### src/rtl/pipeline_stall_unit_if.sv
// Decode/execute/memory hazard inputs and pipeline control outputs of the stall unit.
interface pipeline_stall_unit_if #(
    parameter int CNT_W = 16,
    parameter int REG_W = 4
);
    logic [REG_W-1:0] rs_id;
    logic [REG_W-1:0] rt_id;
    logic             use_rs_id;
    logic             use_rt_id;
    logic             mem_write_id;
    logic             cond_branch_id;
    logic             branch_taken_id;
    logic             hlt_id;
    logic             mem_read_ex;
    logic             flag_write_ex;
    logic [REG_W-1:0] dst_reg_ex;
    logic             mem_req_m;
    logic             mem_ready_m;
    logic             pc_stall;
    logic             fd_stall;
    logic             fd_flush;
    logic             dx_flush;
    logic             freeze;
    logic             halted;
    logic [CNT_W-1:0] stall_cycles;
    logic [CNT_W-1:0] flush_count;

    modport master (
        output rs_id, rt_id, use_rs_id, use_rt_id, mem_write_id, cond_branch_id,
               branch_taken_id, hlt_id, mem_read_ex, flag_write_ex, dst_reg_ex,
               mem_req_m, mem_ready_m,
        input  pc_stall, fd_stall, fd_flush, dx_flush, freeze, halted,
               stall_cycles, flush_count
    );

    modport slave (
        input  rs_id, rt_id, use_rs_id, use_rt_id, mem_write_id, cond_branch_id,
               branch_taken_id, hlt_id, mem_read_ex, flag_write_ex, dst_reg_ex,
               mem_req_m, mem_ready_m,
        output pc_stall, fd_stall, fd_flush, dx_flush, freeze, halted,
               stall_cycles, flush_count
    );
endinterface

### src/rtl/pipeline_stall_unit.sv
// Resolves hazards forwarding cannot cover: load-use, flag-dependent branches,
// taken-branch redirect, data-memory waits and HLT; counts stall and flush cycles.
module pipeline_stall_unit #(
    parameter int CNT_W = 16,
    parameter int REG_W = 4
) (
    input  logic                 clk,
    input  logic                 rst_n,
    pipeline_stall_unit_if.slave bus
);
    typedef enum logic [1:0] {
        RUN      = 2'd0,
        MEM_WAIT = 2'd1,
        BUBBLE   = 2'd2,
        HALT     = 2'd3
    } state_t;

    state_t           state_q, state_d;
    logic [CNT_W-1:0] stall_cnt_q, stall_cnt_d;
    logic [CNT_W-1:0] flush_cnt_q, flush_cnt_d;
    logic             lu_hz_s, fl_hz_s, mem_wait_s;
    logic             pc_stall_s, fd_stall_s, fd_flush_s, dx_flush_s, freeze_s, halted_s;

    function automatic logic [CNT_W-1:0] sat_inc(input logic [CNT_W-1:0] v, input logic en);
        logic [CNT_W-1:0] r;
        if (en && (v != {CNT_W{1'b1}})) begin
            r = v + {{(CNT_W-1){1'b0}}, 1'b1};
        end else begin
            r = v;
        end
        return r;
    endfunction

    // Store data (rt of a store) is excluded: the loaded value reaches it by M->M forwarding.
    assign lu_hz_s = bus.mem_read_ex && (bus.dst_reg_ex != {REG_W{1'b0}}) &&
                     ((bus.use_rs_id && (bus.dst_reg_ex == bus.rs_id)) ||
                      (bus.use_rt_id && (bus.dst_reg_ex == bus.rt_id) && !bus.mem_write_id));
    assign fl_hz_s    = bus.cond_branch_id && bus.flag_write_ex;
    assign mem_wait_s = bus.mem_req_m && !bus.mem_ready_m;

    // Next state and pipeline controls; MEM_WAIT and BUBBLE re-evaluate the RUN rules each cycle.
    always_comb begin
        state_d    = state_q;
        pc_stall_s = 1'b0;
        fd_stall_s = 1'b0;
        fd_flush_s = 1'b0;
        dx_flush_s = 1'b0;
        freeze_s   = 1'b0;
        halted_s   = 1'b0;
        case (state_q)
            RUN, MEM_WAIT, BUBBLE: begin
                if (mem_wait_s) begin
                    freeze_s   = 1'b1;
                    pc_stall_s = 1'b1;
                    fd_stall_s = 1'b1;
                    state_d    = MEM_WAIT;
                end else if (lu_hz_s || fl_hz_s) begin
                    pc_stall_s = 1'b1;
                    fd_stall_s = 1'b1;
                    dx_flush_s = 1'b1;
                    state_d    = BUBBLE;
                end else if (bus.hlt_id) begin
                    pc_stall_s = 1'b1;
                    fd_flush_s = 1'b1;
                    state_d    = HALT;
                end else if (bus.branch_taken_id) begin
                    fd_flush_s = 1'b1;
                    state_d    = RUN;
                end else begin
                    state_d    = RUN;
                end
            end
            HALT: begin
                pc_stall_s = 1'b1;
                fd_flush_s = 1'b1;
                halted_s   = 1'b1;
                freeze_s   = mem_wait_s;
                state_d    = HALT;
            end
            default: begin
                state_d = RUN;
            end
        endcase
    end

    assign stall_cnt_d = sat_inc(stall_cnt_q, pc_stall_s);
    assign flush_cnt_d = sat_inc(flush_cnt_q, fd_flush_s);

    // State and saturating performance counters.
    always_ff @(posedge clk or negedge rst_n) begin
        if (!rst_n) begin
            state_q     <= RUN;
            stall_cnt_q <= {CNT_W{1'b0}};
            flush_cnt_q <= {CNT_W{1'b0}};
        end else begin
            state_q     <= state_d;
            stall_cnt_q <= stall_cnt_d;
            flush_cnt_q <= flush_cnt_d;
        end
    end

    assign bus.pc_stall     = pc_stall_s;
    assign bus.fd_stall     = fd_stall_s;
    assign bus.fd_flush     = fd_flush_s;
    assign bus.dx_flush     = dx_flush_s;
    assign bus.freeze       = freeze_s;
    assign bus.halted       = halted_s;
    assign bus.stall_cycles = stall_cnt_q;
    assign bus.flush_count  = flush_cnt_q;
endmodule

### src/flat_wrapper.sv
// flat-port wrapper written by rule: the top's interface ports become plain ports
module pipeline_stall_unit_flat 
#(
    parameter int CNT_W = 16,
    parameter int REG_W = 4
)
  (clk, rst_n, bus_rs_id, bus_rt_id, bus_use_rs_id, bus_use_rt_id, bus_mem_write_id, bus_cond_branch_id, bus_branch_taken_id, bus_hlt_id, bus_mem_read_ex, bus_flag_write_ex, bus_dst_reg_ex, bus_mem_req_m, bus_mem_ready_m, bus_pc_stall, bus_fd_stall, bus_fd_flush, bus_dx_flush, bus_freeze, bus_halted, bus_stall_cycles, bus_flush_count);
  pipeline_stall_unit_if #(.CNT_W(CNT_W), .REG_W(REG_W)) bus_i ();
  input  logic clk;
  input  logic rst_n;
  input wire logic [$bits(bus_i.rs_id)-1:0] bus_rs_id;
  input wire logic [$bits(bus_i.rt_id)-1:0] bus_rt_id;
  input wire logic [$bits(bus_i.use_rs_id)-1:0] bus_use_rs_id;
  input wire logic [$bits(bus_i.use_rt_id)-1:0] bus_use_rt_id;
  input wire logic [$bits(bus_i.mem_write_id)-1:0] bus_mem_write_id;
  input wire logic [$bits(bus_i.cond_branch_id)-1:0] bus_cond_branch_id;
  input wire logic [$bits(bus_i.branch_taken_id)-1:0] bus_branch_taken_id;
  input wire logic [$bits(bus_i.hlt_id)-1:0] bus_hlt_id;
  input wire logic [$bits(bus_i.mem_read_ex)-1:0] bus_mem_read_ex;
  input wire logic [$bits(bus_i.flag_write_ex)-1:0] bus_flag_write_ex;
  input wire logic [$bits(bus_i.dst_reg_ex)-1:0] bus_dst_reg_ex;
  input wire logic [$bits(bus_i.mem_req_m)-1:0] bus_mem_req_m;
  input wire logic [$bits(bus_i.mem_ready_m)-1:0] bus_mem_ready_m;
  output wire logic [$bits(bus_i.pc_stall)-1:0] bus_pc_stall;
  output wire logic [$bits(bus_i.fd_stall)-1:0] bus_fd_stall;
  output wire logic [$bits(bus_i.fd_flush)-1:0] bus_fd_flush;
  output wire logic [$bits(bus_i.dx_flush)-1:0] bus_dx_flush;
  output wire logic [$bits(bus_i.freeze)-1:0] bus_freeze;
  output wire logic [$bits(bus_i.halted)-1:0] bus_halted;
  output wire logic [$bits(bus_i.stall_cycles)-1:0] bus_stall_cycles;
  output wire logic [$bits(bus_i.flush_count)-1:0] bus_flush_count;
  assign bus_i.rs_id = bus_rs_id;
  assign bus_i.rt_id = bus_rt_id;
  assign bus_i.use_rs_id = bus_use_rs_id;
  assign bus_i.use_rt_id = bus_use_rt_id;
  assign bus_i.mem_write_id = bus_mem_write_id;
  assign bus_i.cond_branch_id = bus_cond_branch_id;
  assign bus_i.branch_taken_id = bus_branch_taken_id;
  assign bus_i.hlt_id = bus_hlt_id;
  assign bus_i.mem_read_ex = bus_mem_read_ex;
  assign bus_i.flag_write_ex = bus_flag_write_ex;
  assign bus_i.dst_reg_ex = bus_dst_reg_ex;
  assign bus_i.mem_req_m = bus_mem_req_m;
  assign bus_i.mem_ready_m = bus_mem_ready_m;
  assign bus_pc_stall = bus_i.pc_stall;
  assign bus_fd_stall = bus_i.fd_stall;
  assign bus_fd_flush = bus_i.fd_flush;
  assign bus_dx_flush = bus_i.dx_flush;
  assign bus_freeze = bus_i.freeze;
  assign bus_halted = bus_i.halted;
  assign bus_stall_cycles = bus_i.stall_cycles;
  assign bus_flush_count = bus_i.flush_count;
  pipeline_stall_unit #(.CNT_W(CNT_W), .REG_W(REG_W)) u_core (.clk(clk), .rst_n(rst_n), .bus(bus_i));
endmodule
### config.mk
export PLATFORM = sky130hd
export DESIGN_NAME = pipeline_stall_unit_flat
export DESIGN_NICKNAME = d
export VERILOG_FILES = /design/src/rtl/pipeline_stall_unit_if.sv /design/src/rtl/pipeline_stall_unit.sv /design/src/flat_wrapper.sv
export SDC_FILE = /design/constraint.sdc
export NUM_CORES = 1
export LEC_CHECK = 0
export ABC_AREA = 1
export BUFFER_PORTS_ARGS = -buffer_cell sky130_fd_sc_hd__buf_4
export CORE_ASPECT_RATIO = 2
export CORE_UTILIZATION = 29
export DETAILED_ROUTE_END_ITERATION = 8
export PLACE_DENSITY = 0.55
export RECOVER_POWER = 100
export SLEW_MARGIN = 5
export SYNTH_ARGS = -nofsm -noshare
export SYNTH_HDL_FRONTEND = slang
export SYNTH_SLANG_ARGS = --single-unit
### constraint.sdc
create_clock -name clk -period 2 [get_ports clk]
set_clock_uncertainty 0.05 [all_clocks]
set_input_delay 0.3 -clock clk [delete_from_list [all_inputs] [get_ports clk]]
set_output_delay 0.3 -clock clk [all_outputs]
set_load 0.01 [all_outputs]
==> flow_summary_export.csv, run 1 <==
group,metric,value,unit
run_status,status,"finished clean",
sta,worstMarginPinSlew,0.908,ns
clock_tree,cts_tree,"built",
synth,yosysSeqAreaShare,0.375,
die,rows,45,
global_routing,grtUsageTotal,0.166,
sta,slew_violations,0,
synth,syn_area,2270,sq um
clock_tree,clk-insertion-delay-late,0.27,ns
layout,area_growth,33.4,%
sta,maxSlewHeadroom,0.394,
clock_tree,cts_setup_buffers,0,
job,cap_violations,0,
routing,drc,0,
critical_path,crit_top_cell,"nand2_1",
layout,stdcell_count,484,
hold_path,hold_start,"bus_hlt_id",
die,coreArea,7600,sq um
routing,top_layer_used,"met4",
die,ios,62,
sta,min_period,1.88,ns
clock_tree,cts-buffers-inserted,5,
power,p_per_area,988,nW/um^2
routing,drtIter0Drc,101,
die,initial_core_util,0.299,
critical_path,critPathLaunchType,"register",
routing,vias_per_cell,4.71,
sta,tns,0,ns
critical_path,worstPathCellList,"ha_1, nand2_1, nor2_4, nand2_1, nor3_2, nand4_1, nand2_1, buf_12, nand2_1, o21ai_1",
synth,ys_ff_latch,34,
layout,final_nets,415,
routing,ant_nets,0,
synth,yosysTopAreaCell,"dfrtp_1",
clock_tree,clock_sinks,34,
layout,regArea,852,sq um
sta,rsz0062_at_grt,"yes",
global_routing,grt_pass1_vias,2302,
routing,wl_met2,3680,um
critical_path,required,2.15,ns
critical_path,cp-startpoint,"u_core.bus.stall_cycles[1]",
layout,fillers,828,
sta,fmaxAchievable,533,MHz
routing,wl_per_cell,13.2,um
layout,fin_area,3030,sq um
synth,synth_cell_types,25,
sta,final_hold_viol_count,0,
critical_path,path_buf_inv,1,
clock_tree,clkTransAtPathRegs,0.05,ns
hold_path,hold_end,"u_core.state_q[1]",
routing,wl_met1,2260,um
placement,gp_congestion,0.905,
critical_path,cp.arrival,2.03,ns
routing,routed-wl-met3,212,um
clock_tree,cts_root_buffer,"clkbuf_16",
placement,portBuffers,61,
sta,fin_crit_sh,0.938,
layout,post-route-util,0.399,
critical_path,r2r-start,"u_core.bus.stall_cycles[1]",
power,peakVddDrop,0.452,mV
clock_tree,cts_max_path_buffers,2,
routing,drt_pass1_iterations,4,
synth,synth_fp_nets,345,
die,dieArea,8210,sq um
critical_path,reg2reg_slack,0.12,ns
critical_path,endpoint_kind,"register",
die,floorplan.die.height,127,um
hold_path,min_path_type,"primary input to register",
power,power.leakage,1.59,nW
critical_path,timing.rr.end,"u_core.bus.stall_cycles[2]",
layout,final_cell_mix,"nand2_1 (112), buf_4 (59), nand3_1 (41), dfrtp_1 (33), inv_1 (32)",
synth,yosysWarnings,0,
critical_path,cp_top_family,"simple AND/OR/NAND/NOR gates",
critical_path,crit_type,"register to register",
sta,setup_violations,0,
synth,syn_avg_cell_area,7.12,sq um
global_routing,grt.overflow.total,0,
layout,drive_above_1_share,0.213,
critical_path,rr_worst_depth,10,
placement,placedCellCount,475,
placement,place_area,2870,sq um
clock_tree,htree_levels,2,
global_routing,grt_max_degree,35,
routing,finalWirelength,6410,um
synth,synth_top_area_frac,0.375,
synth,yosys-top-cells-area,"dfrtp_1 (37%), nand2_1 (19%), nand3_1 (9.0%)",
global_routing,grt_pass1_wl,10500,um
critical_path,slowest_delay,0.40,ns
layout,final_common_cell,"nand2_1",
die,die_w,64.6,um
hold_path,hold_path_depth,3,
placement,hpwl,4970,um
routing,vias,2280,
critical_path,crit_slowest_cell,"dfrtp_2",
layout,diodes,0,
synth,syn_inst,319,
layout,multiInputGateArea,1250,sq um
critical_path,critPathMaxFanout,20,
global_routing,antenna_found_initial,0,
layer usage:
layer,global-route usage,vias up
li1,-,1145
met1,0.157,1063
met2,0.324,55
met3,0.0277,17
met4,0.0902,0
met5,0,-
sequential cells by signal, summed over array words and instances, names as in the netlist:
name,count
u_core.bus.stall_cycles,16
u_core.state_q,2
u_core.bus.flush_count,16
logic make-up (layout without fill, tap and decap cells):
kind of cell / Yosys count / count (layout) / share of synthesized area
adders and majority gates: 2 / 2 / 0.0110
and+or+nand+nor: 204 / 204 / 0.407
DFF: 34 / 34 / 0.375
buffers and inverters: 44 / 115 / 0.0815
xor gates and xnor gates: 29 / 29 / 0.112
AOI/OAI and AO/OA: 6 / 6 / 0.0143
final cells by class:
| cell class | instances | share of cell area |
|---|---|---|
| multi-input combinational | 241 | 0.412 |
| timing repair buffer | 70 | 0.169 |
| inverter | 37 | 0.0458 |
| clock inverter | 1 | 0.00991 |
| tap | 94 | 0.0388 |
| sequential | 34 | 0.281 |
| clock buffer | 7 | 0.0438 |
worst max-delay path by stage:
stage                     cells after the start                          end  slack (ns)
after floorplan                              10   u_core.bus.stall_cycles[5]        0.30
after global placement                       10  u_core.bus.stall_cycles[15]        0.07
after detailed placement                     10   u_core.bus.stall_cycles[2]        0.05
after CTS                                    10  u_core.bus.stall_cycles[15]        0.03
after global routing                         10  u_core.bus.stall_cycles[15]      -0.001
final                                        10   u_core.bus.stall_cycles[2]        0.12
through the flow:
stage / worst slack (ns) / power, mW / hold slack (ns)
after CTS: 0.0317 / 3.04 / 0.239
after detailed placement: 0.0544 / 2.14 / 0.242
after floorplan: 0.295 / 1.64 / -0.0456
final: 0.125 / 2.99 / 0.238
after global routing: -0.00122 / 3.21 / 0.243
after global placement: 0.0744 / 2.14 / 0.239
cell usage after synthesis (all sizes together):
master,count
xnor2,10
nand2,114
o21ai,5
inv,37
xor2,19
nor3,11
nand3,43
nor2,25
buf,7
dfrtp,34
ha,2
nand4,6
nor4,3
nand3b,2
a21boi,1
repair_timing:
item / CTS / global route
setup endpoints to repair: 0 / 26
resized for setup: 0 / 3
hold buffers: 1 / 0
endpoints found under the hold margin: 34 / 0
power by group:
group	leakage, nW	switching, mW	internal (mW)	total, mW
clock network	0.0781	0.282	0.589	0.871
registers	0.444	0.169	0.835	1.00
logic	1.07	0.616	0.501	1.12
total	1.59	1.07	1.93	2.99
worst min-delay path: stages:
cell	delay, ns
buf_4	0.09
o21ai_0	0.08
nand2_1	0.05
(Power assumes the default switching activity.)
==> run 2, diff against run 1 <==
--- a/config.mk
+++ b/config.mk
@@ -10,7 +10,7 @@
 export CORE_ASPECT_RATIO = 2
 export CORE_UTILIZATION = 29
 export DETAILED_ROUTE_END_ITERATION = 8
-export PLACE_DENSITY = 0.55
+export PLACE_DENSITY_LB_ADDON = 0.08
 export RECOVER_POWER = 100
 export SLEW_MARGIN = 5
 export SYNTH_ARGS = -nofsm -noshare
==> run 2 against run 1 <==
- total power fell by 5.9%
- combinational power is 9% lower
- hold slack worse by 0.0078 ns
- largest cell class unchanged
==> flow_summary_export.csv, run 2 (synthesized netlist as in run 1, its figures left out) <==
group,metric,value,unit
run_status,status,"finished clean",
routing,vias_per_cell,4.64,
critical_path,required,2.12,ns
die,dieArea,8210,sq um
critical_path,cp_top_family,"simple AND/OR/NAND/NOR gates",
layout,final_common_cell,"nand2_1",
placement,hpwl,5110,um
routing,wl_per_cell,13.5,um
sta,maxSlewHeadroom,0.389,
layout,diodes,0,
placement,gp_congestion,0.920,
sta,worstMarginPinSlew,0.916,ns
critical_path,endpoint_kind,"register",
critical_path,cp.arrival,1.97,ns
critical_path,critPathMaxFanout,9,
critical_path,reg2reg_slack,0.15,ns
job,cap_violations,0,
power,power.leakage,1.47,nW
sta,tns,0,ns
clock_tree,htree_levels,2,
sta,min_period,1.85,ns
layout,fin_area,2910,sq um
clock_tree,clock_sinks,34,
critical_path,crit_type,"register to register",
placement,portBuffers,61,
global_routing,antenna_found_initial,0,
routing,drc,0,
routing,ant_nets,0,
global_routing,grtUsageTotal,0.175,
clock_tree,clkTransAtPathRegs,0.05,ns
layout,final_cell_mix,"nand2_1 (112), nand3_1 (41), clkbuf_1 (38), dfrtp_1 (34), inv_1 (32)",
clock_tree,cts-buffers-inserted,5,
sta,fin_crit_sh,0.925,
die,initial_core_util,0.299,
clock_tree,cts_setup_buffers,0,
hold_path,hold_start,"bus_hlt_id",
power,peakVddDrop,0.690,mV
clock_tree,cts_max_path_buffers,2,
sta,setup_violations,0,
clock_tree,cts_root_buffer,"clkbuf_16",
placement,place_area,2890,sq um
layout,area_growth,28.3,%
die,ios,62,
die,rows,45,
sta,slew_violations,0,
die,coreArea,7600,sq um
clock_tree,clk-insertion-delay-late,0.28,ns
routing,finalWirelength,6560,um
global_routing,grt_pass1_vias,2317,
critical_path,critPathLaunchType,"register",
sta,fmaxAchievable,541,MHz
die,die_w,64.6,um
die,floorplan.die.height,127,um
power,p_per_area,966,nW/um^2
sta,rsz0062_at_grt,"no",
critical_path,r2r-start,"u_core.bus.flush_count[4]",
hold_path,min_path_type,"primary input to register",
critical_path,path_buf_inv,1,
critical_path,slowest_delay,0.46,ns
layout,final_nets,417,
global_routing,grt_max_degree,35,
routing,vias,2253,
layout,drive_above_1_share,0.140,
clock_tree,cts_tree,"built",
layout,fillers,856,
routing,drtIter0Drc,72,
layout,post-route-util,0.383,
critical_path,worstPathCellList,"nand2_1, nor3_4, nand2_2, nor3_4, nand4_4, buf_4, nand3_1, nand2_1",
sta,final_hold_viol_count,0,
critical_path,crit_slowest_cell,"dfrtp_1",
global_routing,grt.overflow.total,0,
routing,drt_pass1_iterations,4,
critical_path,cp-startpoint,"u_core.bus.flush_count[4]",
global_routing,grt_pass1_wl,10800,um
==> run 2: cell count changes in the layout (fill, tap and decap cells not counted) <==
cell and change:
buf_4 -28, o21ai_1 -1, bufinv_16 -1, clkbuf_8 +1
clkbuf_2 +1, o21ai_0 +1, dfrtp_2 -1, dfrtp_1 +1
clkbuf_1 +29, clkbuf_4 -1, clkinv_2 +1
==> run 2: layout make-up <==
| cell class | instances | area, sq um | share of cell area |
|---|---|---|---|
| Tap cell | 94 | 118 | 0.0404 |
| Clock inverter | 1 | 5.00 | 0.00172 |
| Timing Repair Buffer | 72 | 412 | 0.141 |
| Inverter | 37 | 139 | 0.0477 |
| Clock buffer | 7 | 143 | 0.0489 |
| Sequential cell | 34 | 851 | 0.292 |
| Multi-Input combinational cell | 241 | 1250 | 0.428 |
==> run 2: worst reg2reg max path, cell delays in order, from the launching register on <==
cell,delay (ns)
dfrtp_1,0.46
nand2_1,0.15
nor3_4,0.16
nand2_2,0.12
nor3_4,0.18
nand4_4,0.23
buf_4,0.25
nand3_1,0.08
nand2_1,0.05
==> run 2: repair_timing <==
| item | CTS | global route |
|---|---|---|
| setup endpoints to repair | 0 | 12 |
| hold buffers | 1 | 0 |
| hold endpoints to repair | 34 | 0 |
| gates resized for setup | 0 | 2 |
==> run 2: routing by layer <==
metal	vias to the layer above	wire length (um)	GRT usage
met1	1035	2310	0.164
met4	0	231	0.0876
met5	-	0	0
met3	15	217	0.0259
li1	1153	-	-
met2	50	3810	0.349
==> run 2: final timing paths <==
path / end / cells past startpoint
max in group asynchronous: u_core.bus.stall_cycles[14] / 2
min in group asynchronous: u_core.bus.flush_count[1] / 2
min: u_core.state_q[1] / 3
max reg2reg: u_core.bus.flush_count[3] / 8
max: u_core.bus.flush_count[3] / 8
min reg2reg: u_core.bus.flush_count[7] / 2
==> run 2: report_power, final <==
group	internal, mW	leakage, nW	switching, mW
combinational	0.403	0.955	0.617
sequential	0.833	0.445	0.177
clock	0.494	0.0739	0.291
total	1.73	1.47	1.09
==> run 2: through the flow <==
step                hold slack (ns)  power (mW)  cells  setup WS (ns)
floorplan                   -0.0456        1.64    319          0.295
global placement              0.255        2.16    477         0.0904
detailed placement            0.247        2.17    477         0.0877
CTS                           0.233        2.97    486         0.0686
global route                  0.273        3.01    486         0.0126
finish                        0.230        2.81    486          0.151
==> run 3, diff against run 2 <==
--- a/config.mk
+++ b/config.mk
@@ -7,8 +7,10 @@
 export LEC_CHECK = 0
 export ABC_AREA = 1
 export BUFFER_PORTS_ARGS = -buffer_cell sky130_fd_sc_hd__buf_4
+export CELL_PAD_IN_SITES_DETAIL_PLACEMENT = 1
+export CELL_PAD_IN_SITES_GLOBAL_PLACEMENT = 2
 export CORE_ASPECT_RATIO = 2
-export CORE_UTILIZATION = 29
+export CORE_UTILIZATION = 28
 export DETAILED_ROUTE_END_ITERATION = 8
 export PLACE_DENSITY_LB_ADDON = 0.08
 export RECOVER_POWER = 100
==> run 3 against run 2 <==
- wire length increased by 16%
- critical path type unchanged
- hold slack worse by 0.013 ns
- non-clock buffer count rose by 9
==> flow_summary_export.csv, run 3 (synthesized netlist as in run 1, its figures left out) <==
group,metric,value,unit
run_status,status,"finished clean",
global_routing,grt_max_degree,35,
clock_tree,cts_max_path_buffers,2,
critical_path,rr_worst_depth,9,
critical_path,r2r-start,"u_core.bus.stall_cycles[1]",
die,floorplan.die.height,129,um
hold_path,hold_end,"u_core.state_q[1]",
sta,min_period,1.80,ns
power,power.leakage,1.50,nW
power,p_per_area,997,nW/um^2
placement,gp_congestion,0.800,
sta,worstMarginPinSlew,0.967,ns
sta,slew_violations,0,
clock_tree,clk-insertion-delay-late,0.29,ns
hold_path,hold_path_depth,3,
critical_path,crit_type,"register to register",
routing,drc,0,
layout,final_common_cell,"nand2_1",
die,rows,46,
critical_path,required,2.13,ns
critical_path,critPathMaxFanout,12,
sta,maxSlewHeadroom,0.356,
clock_tree,clkTransAtPathRegs,0.06,ns
job,cap_violations,0,
hold_path,hold_start,"bus_hlt_id",
global_routing,antenna_found_initial,0,
placement,portBuffers,61,
layout,fillers,1027,
global_routing,grt_pass1_vias,2440,
critical_path,critPathLaunchType,"register",
hold_path,min_path_type,"primary input to register",
sta,final_hold_viol_count,0,
placement,place_ws,0.164,ns
critical_path,reg2reg_slack,0.20,ns
layout,diodes,0,
clock_tree,clock_sinks,34,
layout,drive_above_1_share,0.170,
layout,final_nets,426,
die,initial_core_util,0.288,
layout,final_cell_mix,"nand2_1 (111), nand3_1 (41), buf_4 (39), clkbuf_1 (37), dfrtp_1 (34)",
routing,wl_per_cell,15.3,um
die,coreArea,7890,sq um
routing,finalWirelength,7620,um
clock_tree,cts_tree,"built",
clock_tree,htree_levels,2,
die,dieArea,8500,sq um
critical_path,timing.rr.end,"u_core.bus.stall_cycles[7]",
routing,drtIter0Drc,68,
sta,setup_violations,0,
power,peakVddDrop,0.466,mV
power,power,2.98,mW
critical_path,endpoint_kind,"register",
critical_path,cp.arrival,1.93,ns
routing,drt_pass1_iterations,4,
clock_tree,cts-buffers-inserted,5,
layout,area_growth,31.5,%
routing,ant_nets,0,
routing,vias,2309,
clock_tree,cts_root_buffer,"clkbuf_16",
global_routing,grtUsageTotal,0.195,
die,ios,62,
sta,fin_crit_sh,0.900,
sta,rsz0062_at_grt,"no",
placement,hpwl,6080,um
global_routing,grt.overflow.total,0,
routing,vias_per_cell,4.65,
sta,fin_ws,0.199,ns
die,die_w,65.7,um
global_routing,grt_pass1_wl,12200,um
sta,tns,0,ns
sta,fmaxAchievable,555,MHz
run 3: cell count changes in the layout (fill, tap and decap cells not counted), moves of 2 or more:
cell / previous run / this run
clkbuf_4: 0 / 2
nor3_2: 1 / 3
buf_4: 31 / 39
clkinvlp_4: 0 / 2
run 3: cell type report:
cell class | instances | area [sq um] | share of cell area
Clock inverter | 3 | 45.0 | 0.0151
Clock buffer | 5 | 125 | 0.0419
Inverter | 37 | 139 | 0.0465
Timing Repair Buffer | 81 | 467 | 0.156
Tap cell | 96 | 120 | 0.0402
Multi-Input combinational cell | 241 | 1240 | 0.415
Sequential cell | 34 | 851 | 0.285
run 3: where the power goes:
part	internal (mW)	switching, mW	leakage, nW
registers	0.833	0.162	0.445
logic	0.423	0.647	0.976
clock network	0.588	0.324	0.0760
total	1.84	1.13	1.50
run 3: what timing repair did:
| action | in CTS | in global routing |
|---|---|---|
| setup buffers | 0 | 1 |
| endpoints found under the hold margin | 34 | 0 |
| setup endpoints to repair | 0 | 14 |
| resized for setup | 0 | 3 |
| hold buffers | 1 | 0 |
run 3: worst max-delay path by stage:
stage | from | endpoint | slack (ns) | cells after the start
3_3_place_gp | bus_dst_reg_ex[1] | u_core.bus.flush_count[11] | 0.19 | 13
4_1_cts | u_core.bus.stall_cycles[1] | u_core.bus.stall_cycles[6] | 0.16 | 10
6_report | u_core.bus.stall_cycles[1] | u_core.bus.stall_cycles[7] | 0.20 | 9
2_1_floorplan | u_core.bus.stall_cycles[0] | u_core.bus.stall_cycles[5] | 0.30 | 10
5_1_grt | u_core.bus.stall_cycles[1] | u_core.bus.stall_cycles[0] | 0.01 | 9
3_5_place_dp | u_core.bus.stall_cycles[0] | u_core.bus.stall_cycles[6] | 0.16 | 10
run 3: metal layers:
layer / global-route usage / part of all wire
met4: 0.0614 / 0.013
met5: 0 / 0
met2: 0.415 / 0.62
met1: 0.174 / 0.34
met3: 0.0220 / 0.020
run 3: critical path, stage by stage, from the launching register on:
cell	delay (ns)
dfrtp_1	0.36
ha_2	0.20
nand2_1	0.08
nor2_2	0.15
nand2_1	0.12
nor3_2	0.11
nand4_1	0.18
buf_2	0.27
nand3_1	0.12
nand2_1	0.05
run 3: per-stage QoR:
step	instance area, sq um	std cells	utilization	hold WS, ns
2_1_floorplan	2270	319	-	-0.0456
3_3_place_gp	2940	487	0.373	0.256
3_5_place_dp	2940	487	0.373	0.262
4_1_cts	3120	496	0.395	0.220
5_1_grt	2990	497	0.379	0.253
6_report	2990	497	0.379	0.217
